--- src/rtl/isp_csc_arb.sv ---
// Frame-granular two-requester arbiter sharing one isp_csc instance.
// Input grant is locked for a full frame; gray outputs route back to the owner until the frame drains.
module isp_csc_arb #(
  parameter int IMG_WIDTH  = 1920,
  parameter int IMG_HEIGHT = 1080,
  parameter int DATA_WIDTH = 24,
  parameter int CNT_W      = 21
) (
  input  logic                  clk,
  input  logic                  rst_n,
  input  logic                  req0_valid_m,
  input  logic [DATA_WIDTH-1:0] req0_data_m_rgb,
  output logic                  req0_ready_m,
  input  logic                  req1_valid_m,
  input  logic [DATA_WIDTH-1:0] req1_data_m_rgb,
  output logic                  req1_ready_m,
  output logic                  csc_valid_m,
  output logic [DATA_WIDTH-1:0] csc_data_m_rgb,
  input  logic                  csc_ready_m,
  input  logic                  csc_valid_s,
  input  logic [7:0]            csc_data_s_gray,
  output logic                  csc_ready_s,
  output logic                  out0_valid_s,
  output logic [7:0]            out0_data_s_gray,
  input  logic                  out0_ready_s,
  output logic                  out1_valid_s,
  output logic [7:0]            out1_data_s_gray,
  input  logic                  out1_ready_s,
  output logic [1:0]            grant,
  output logic                  busy,
  output logic                  frame_done,
  output logic                  frame_id
);

  localparam int unsigned TOTAL = IMG_WIDTH * IMG_HEIGHT;
  localparam logic [CNT_W-1:0] LAST = CNT_W'(TOTAL - 1);

  typedef enum logic [1:0] {IDLE, GRANT, DRAIN} state_t;

  state_t           state, state_nxt;
  logic             owner, owner_nxt, last_owner;
  logic [CNT_W-1:0] in_cnt, out_cnt;
  logic             in_hs, out_hs, in_last, out_last, start;
  logic             in_open, out_open;

  assign in_hs    = csc_valid_m & csc_ready_m;
  assign out_hs   = csc_valid_s & csc_ready_s;
  assign in_last  = in_hs && (in_cnt == LAST);
  assign out_last = out_hs && (out_cnt == LAST);
  assign start    = req0_valid_m | req1_valid_m;

  // Round-robin only matters on a tie; a lone requester always wins.
  always_comb begin
    owner_nxt = 1'b0;
    if (req0_valid_m && req1_valid_m) owner_nxt = ~last_owner;
    else if (req1_valid_m)            owner_nxt = 1'b1;
  end

  always_ff @(posedge clk) begin
    if (!rst_n) state <= IDLE;
    else        state <= state_nxt;
  end

  // Output-side completion wins over input-side completion in GRANT.
  always_comb begin
    state_nxt = state;
    unique case (state)
      IDLE:    if (start) state_nxt = GRANT;
      GRANT: begin
        if (out_last)     state_nxt = IDLE;
        else if (in_last) state_nxt = DRAIN;
      end
      DRAIN:   if (out_last) state_nxt = IDLE;
      default: state_nxt = IDLE;
    endcase
  end

  always_ff @(posedge clk) begin
    if (!rst_n) begin
      owner      <= 1'b0;
      last_owner <= 1'b1;
      in_cnt     <= '0;
      out_cnt    <= '0;
      frame_done <= 1'b0;
      frame_id   <= 1'b0;
    end else begin
      frame_done <= out_last;
      if (state == IDLE && start) owner <= owner_nxt;
      if (out_last) begin
        in_cnt     <= '0;
        out_cnt    <= '0;
        frame_id   <= owner;
        last_owner <= owner;
      end else begin
        if (state == GRANT && in_hs) in_cnt <= in_last ? '0 : in_cnt + 1'b1;
        if (out_hs)                  out_cnt <= out_cnt + 1'b1;
      end
    end
  end

  always_comb begin
    in_open          = (state == GRANT);
    out_open         = (state != IDLE);
    busy             = out_open;
    grant            = out_open ? (owner ? 2'b10 : 2'b01) : 2'b00;
    csc_valid_m      = in_open & (owner ? req1_valid_m : req0_valid_m);
    csc_data_m_rgb   = in_open ? (owner ? req1_data_m_rgb : req0_data_m_rgb) : '0;
    req0_ready_m     = in_open & ~owner & csc_ready_m;
    req1_ready_m     = in_open &  owner & csc_ready_m;
    csc_ready_s      = out_open & (owner ? out1_ready_s : out0_ready_s);
    out0_valid_s     = out_open & ~owner & csc_valid_s;
    out1_valid_s     = out_open &  owner & csc_valid_s;
    out0_data_s_gray = (out_open & ~owner) ? csc_data_s_gray : '0;
    out1_data_s_gray = (out_open &  owner) ? csc_data_s_gray : '0;
  end

endmodule

--- config.mk ---
export PLATFORM = sky130hd
export DESIGN_NAME = isp_csc_arb
export DESIGN_NICKNAME = d
export VERILOG_FILES = /design/src/rtl/isp_csc_arb.sv
export SDC_FILE = /design/constraint.sdc
export NUM_CORES = 1
export LEC_CHECK = 0
export BUFFER_PORTS_ARGS = -buffer_cell sky130_fd_sc_hd__buf_2
export CORE_UTILIZATION = 35
export DETAILED_ROUTE_END_ITERATION = 6
export GPL_TIMING_DRIVEN = 0
export PLACE_DENSITY = 0.75
export SYNTH_ARGS = -nofsm -noshare
export SYNTH_HDL_FRONTEND = slang
export SYNTH_SLANG_ARGS = --single-unit
--- constraint.sdc ---
create_clock -name clk -period 1.6 [get_ports clk]
set_input_delay 0.16 -clock clk [delete_from_list [all_inputs] [get_ports clk]]
set_output_delay 0.16 -clock clk [all_outputs]
set_load 0.03 [all_outputs]
# After elaboration in Yosys (flattened, before gate mapping)
# Cells that the tools add are included.
# W data, S select, Z words.
[totals]
ff_bits = 48
output_inout_bits = 51
inputBits = 64
[classes]
mux = 16
n_addsub = 2
n_eq_ne = 7
reduce_logical = 9
n_bitwise = 16
[op_table]
columns = ["operator", "count"]
rows = [
  ["$mux W24", 2],
  ["$add A21 B1 Y21 const B", 2],
  ["$eq A21 B21 Y1 const B", 2],
  ["$mux W21", 1],
  ["$mux W8", 2],
  ["$and A1 B1 Y1", 12],
  ["$mux W2", 6],
  ["$pmux W2 S3", 1],
  ["$logic_and A1 B1 Y1", 5],
  ["$mux W1", 4],
  ["$ne A2 B2 Y1 const B", 2],
  ["$ne A3 B3 Y1 const B", 1],
  ["$not A1 Y1", 3],
  ["$reduce_and A3 Y1", 1],
  ["$eq A2 B1 Y1 const B", 1],
  ["$eq A2 B2 Y1 const B", 1],
  ["$logic_not A2 Y1", 1],
  ["$reduce_bool A2 Y1", 1],
  ["$reduce_or A2 Y1", 1],
  ["$or A1 B1 Y1", 1],
]

# Logic depth before layout (Yosys ltp)
[logic_depth]
ltp_word = 7
ltp_mapped = 7
mapped_depth_nobuf = 6

# Least setup slack after synthesis
# Ideal clock, no wire load.
[synth_path]
path_kind = "flip-flop to output port"
startpoint = "reg owner"
endpoint = "out csc_data_m_rgb[10]"
arrival_time_ns = 1.689
t_required_ns = 1.440
stages_incl_launch_ff = 6
path_slack_ns = -0.249
path_cell_list = "dfxtp_1 -> buf_4 -> inv_1 -> nor3b_1 -> clkbuf_1 -> a22o_1"
[synth_via]
elab_chain_cells = 2
[synth_lines]
columns = ["item", "line_no", "text"]
rows = [
  ["start, declared", "41", "logic owner, owner_nxt, last_owner;"],
  ["start signal, assigned", "88", "if (state == IDLE && start) owner <= owner_nxt;"],
  ["$mux W24 (2 in series)", "107", "csc_data_m_rgb = in_open ? (owner ? req1_data_m_rgb : req0_data_m_rgb) : '0;"],
  ["end, declared", "18", "output logic [DATA_WIDTH-1:0] csc_data_m_rgb,"],
]
# No other way between the ends.

# Final worst setup path
[layout_path]
startpoint = "reg owner"
endpoint = "out csc_data_m_rgb[0]"
# The elaborated chain is that of the path after synthesis.

==> summary.txt <==
Outcome
  – Outcome: finished with violations
  – Failing checks: setup timing

Global routing
  – Vias in the first global route: 2,948
  – Global-route wire length before repair: 13,700 um
  – Antenna violations before repair: 1
  – Grt ovf: 0
  – GRT Overall Usage: 0.232
  – Largest net degree at the start of global routing: 14

Yosys
  – Synth cell types: 35
  – Yosys top cell by area: dfxtp_1
  – Synthesized instance count: 305
  – Seq cells post-synth: 48
  – Mapped Nets: 371
  – Post-Syn Area: 2570 sq um
  – Synth warnings: 0
  – Largest cells by area after synthesis: dfxtp_1 (37%), xor2_1 (10%), a22o_1 (8.5%), nor2_1 (7.7%), and3_1 (6.8%)
  – Share of the synthesized area in the top cell type: 0.373
  – Seq/Total Area, Yosys: 0.373
  – Syn_area_per_cell: 8.44 sq um

Floorplan
  – Site Rows: 30
  – Die area: 7700 sq um
  – Width of the die: 87.8 um
  – Placeable Area: 6940 sq um
  – I/O pin count: 115
  – Starting density of the core: 0.371
  – Die height: 87.8 um

Power
  – Leak: 0.00198 uW
  – Power Dens Cells: 669 nW/um^2
  – Worst VDD drop: 0.000305 V

Drt
  – Avg WL per Cell: 20.9 um
  – Remaining DRCs: 0
  – Detailed-route via count: 3,308
  – Mean number of vias per cell: 5.94
  – Final WL: 11,600 um
  – 1st-iter DRT viols: 298
  – DRT antenna net count: 0
  – Pre-Repair DR Iteration Count: 5

Clocking
  – Clock Latency Late Sink: 0.31 ns
  – CTS tree: built
  – Clk sink count: 48
  – CTS Buf Count: 5
  – Root buffer cell: clkbuf_8
  – Maximum level of the CTS H-tree: 2
  – Post-CTS Hold Buffers: 0
  – Clk slew on worst S/H paths: 0.09 ns
  – Maximum root-to-sink buffer count: 2

Worst setup path
  – Critical Path Fanout Max: 6
  – Worst EP required: 1.44 ns
  – Crit-path slowest cell: dfxtp_2
  – CP Class: flip-flop to primary output
  – Critical Path Source Type: flip-flop
  – Critical path endpoint category: primary output
  – R2R cell count: 7
  – Crit path DAT: 1.82 ns
  – Critical Path Max Stage Delay: 0.41 ns
  – CP Cell Sequence: buf_8, inv_4, nor3b_4, buf_4, a22o_1, buf_6

Final layout
  – Layout cells sized above 1: 0.492
  – Nets: 524
  – Most frequent cells in the layout: buf_2 (72), buf_6 (48), nor2_1 (43), dfxtp_1 (43)
  – Non-filler cells, final: 557
  – Synthesis-to-finish area growth: 68.2%
  – Commonest non-fill, non-tap cell in the layout: buf_2
  – Fin util: 0.623

Timing
  – Final hold vios: 0
  – # setup viols final: 93
  – Slew margin rel.: 0.574
  – Fmax: 505 MHz
  – Worst-Margin Slew: 0.627 ns
  – RSZ-0062 raised after global routing: true
  – Final worst slack: -0.379 ns
  – Fin crit share: 1.24
  – Pins Over Slew Limit: 0
  – Clock skew: 0.0144 ns
  – Tmin final: 1.98 ns

Run
  – Max-cap violations: 0

Placed design
  – GPL Wtd Cong: 0.756
  – Buffers on Ports: 114
  – HPWL Detailed: 4820 um
  – Placed Instances: 515

Hold path
  – Hold Crit Depth: 2
  – Worst hold path type: primary input to flip-flop
[sequential cells by signal, indices dropped and copies added (netlist names)]
name,count
in_cnt,21
out_cnt,21
state,2
frame_done,1
frame_id,1
last_owner,1
owner,1
[area by class of cell]
| cell class | count | area (sq um) |
|---|---|---|
| fillers | 444 | 2620 |
| multi-input cells | 236 | 1830 |
| repair buffers | 147 | 1100 |
| flip-flops and latches | 48 | 970 |
| plain buffers | 15 | 190 |
| well taps | 96 | 120 |
| clock buffers | 8 | 90.1 |
| inverters | 5 | 21.3 |
| diodes | 2 | 5.00 |
[timing repair]
item	in CTS	in global routing
gates cloned	5	2
pin swaps	31	11
setup endpoints to repair	93	95
gates resized for setup	125	80
hold endpoints to repair	0	0
buffers inserted	23	5
[through the flow]
| stage | setup WS, ns | area (sq um) | setup TNS, ns | hold WS [ns] | total power (uW) |
|---|---|---|---|---|---|
| 4_1_cts | -0.135 | 4100 | -7.55 | 0.0916 | 2760 |
| 2_1_floorplan | -0.0665 | 2640 | -2.54 | 0.249 | 1600 |
| 6_report | -0.379 | 4330 | -20.55 | 0.147 | 2900 |
| 3_3_place_gp | -0.374 | 3330 | -20.08 | 0.404 | 1790 |
| 3_5_place_dp | -0.386 | 3330 | -20.45 | 0.409 | 1790 |
| 5_1_grt | -0.432 | 4330 | -25.78 | 0.133 | 2980 |
[report_power, final]
| part | leakage, uW | internal (uW) | switching (uW) | total (uW) |
|---|---|---|---|---|
| Clock | 0.0000455 | 354 | 416 | 770 |
| Sequential | 0.000390 | 1200 | 8.87 | 1210 |
| Combinational | 0.00155 | 426 | 492 | 918 |
| Total | 0.00198 | 1980 | 917 | 2900 |
[final timing paths]
kind | slack (ns) | to | start
setup / recovery | -0.38 | csc_data_m_rgb[0] | owner$_SDFFE_PN0P_
hold / removal | 0.15 | last_owner$_SDFFE_PN1P_ | rst_n
hold reg to reg | 0.50 | out_cnt[18]$_SDFFE_PP0P_ | out_cnt[18]$_SDFFE_PP0P_
setup reg to reg | -0.37 | in_cnt[8]$_SDFFE_PP0P_ | owner$_SDFFE_PN0P_
[synthesized netlist by cell type, drive strengths merged]
library cell  number
a22o              25
and3              28
o21ai              4
nand3b             1
inv                5
nand4             16
ha                 2
o211ai             2
and4               2
nand2b             1
nand3             13
and2               5
nor3               6
buf                7
mux2i              3
a21oi              5
xor2              30
or3                1
nor3b              2
or4bb              1
nor2              53
xnor2              9
nand2             19
nor4               4
nand4b             2
a31oi              1
dfxtp             48
a22oi              1
clkbuf             9
[per-layer routing]
layer | vias up | wire (um) | global-route usage
met1 | 1567 | 4030 | 0.227
met5 | - | 0 | 0
met2 | 255 | 5600 | 0.452
met4 | 0 | 961 | 0.140
met3 | 91 | 1030 | 0.0358
li1 | 1395 | - | -
[critical path, delay by kind of cell (launching register included)]
family / cells / cell delay (ns)
simple gates: 1 / 0.23
buf+inv: 4 / 0.58
flops: 1 / 0.41
compound gates: 1 / 0.28
[kinds of logic (layout without fill, tap and decap cells)]
group | Yosys count | in the layout | synth area share
AO/OA/AOI/OAI | 38 | 38 | 0.114
XOR/XNOR | 39 | 39 | 0.133
adder cells (fa/ha/maj) | 2 | 2 | 0.00972
buffers and inverters | 21 | 175 | 0.0389
flip-flops | 48 | 48 | 0.373
multiplexers | 3 | 3 | 0.0131
other | 0 | 2 | 0
AND/OR/NAND/NOR | 154 | 154 | 0.318
Power figures use the tool's default switching activity.
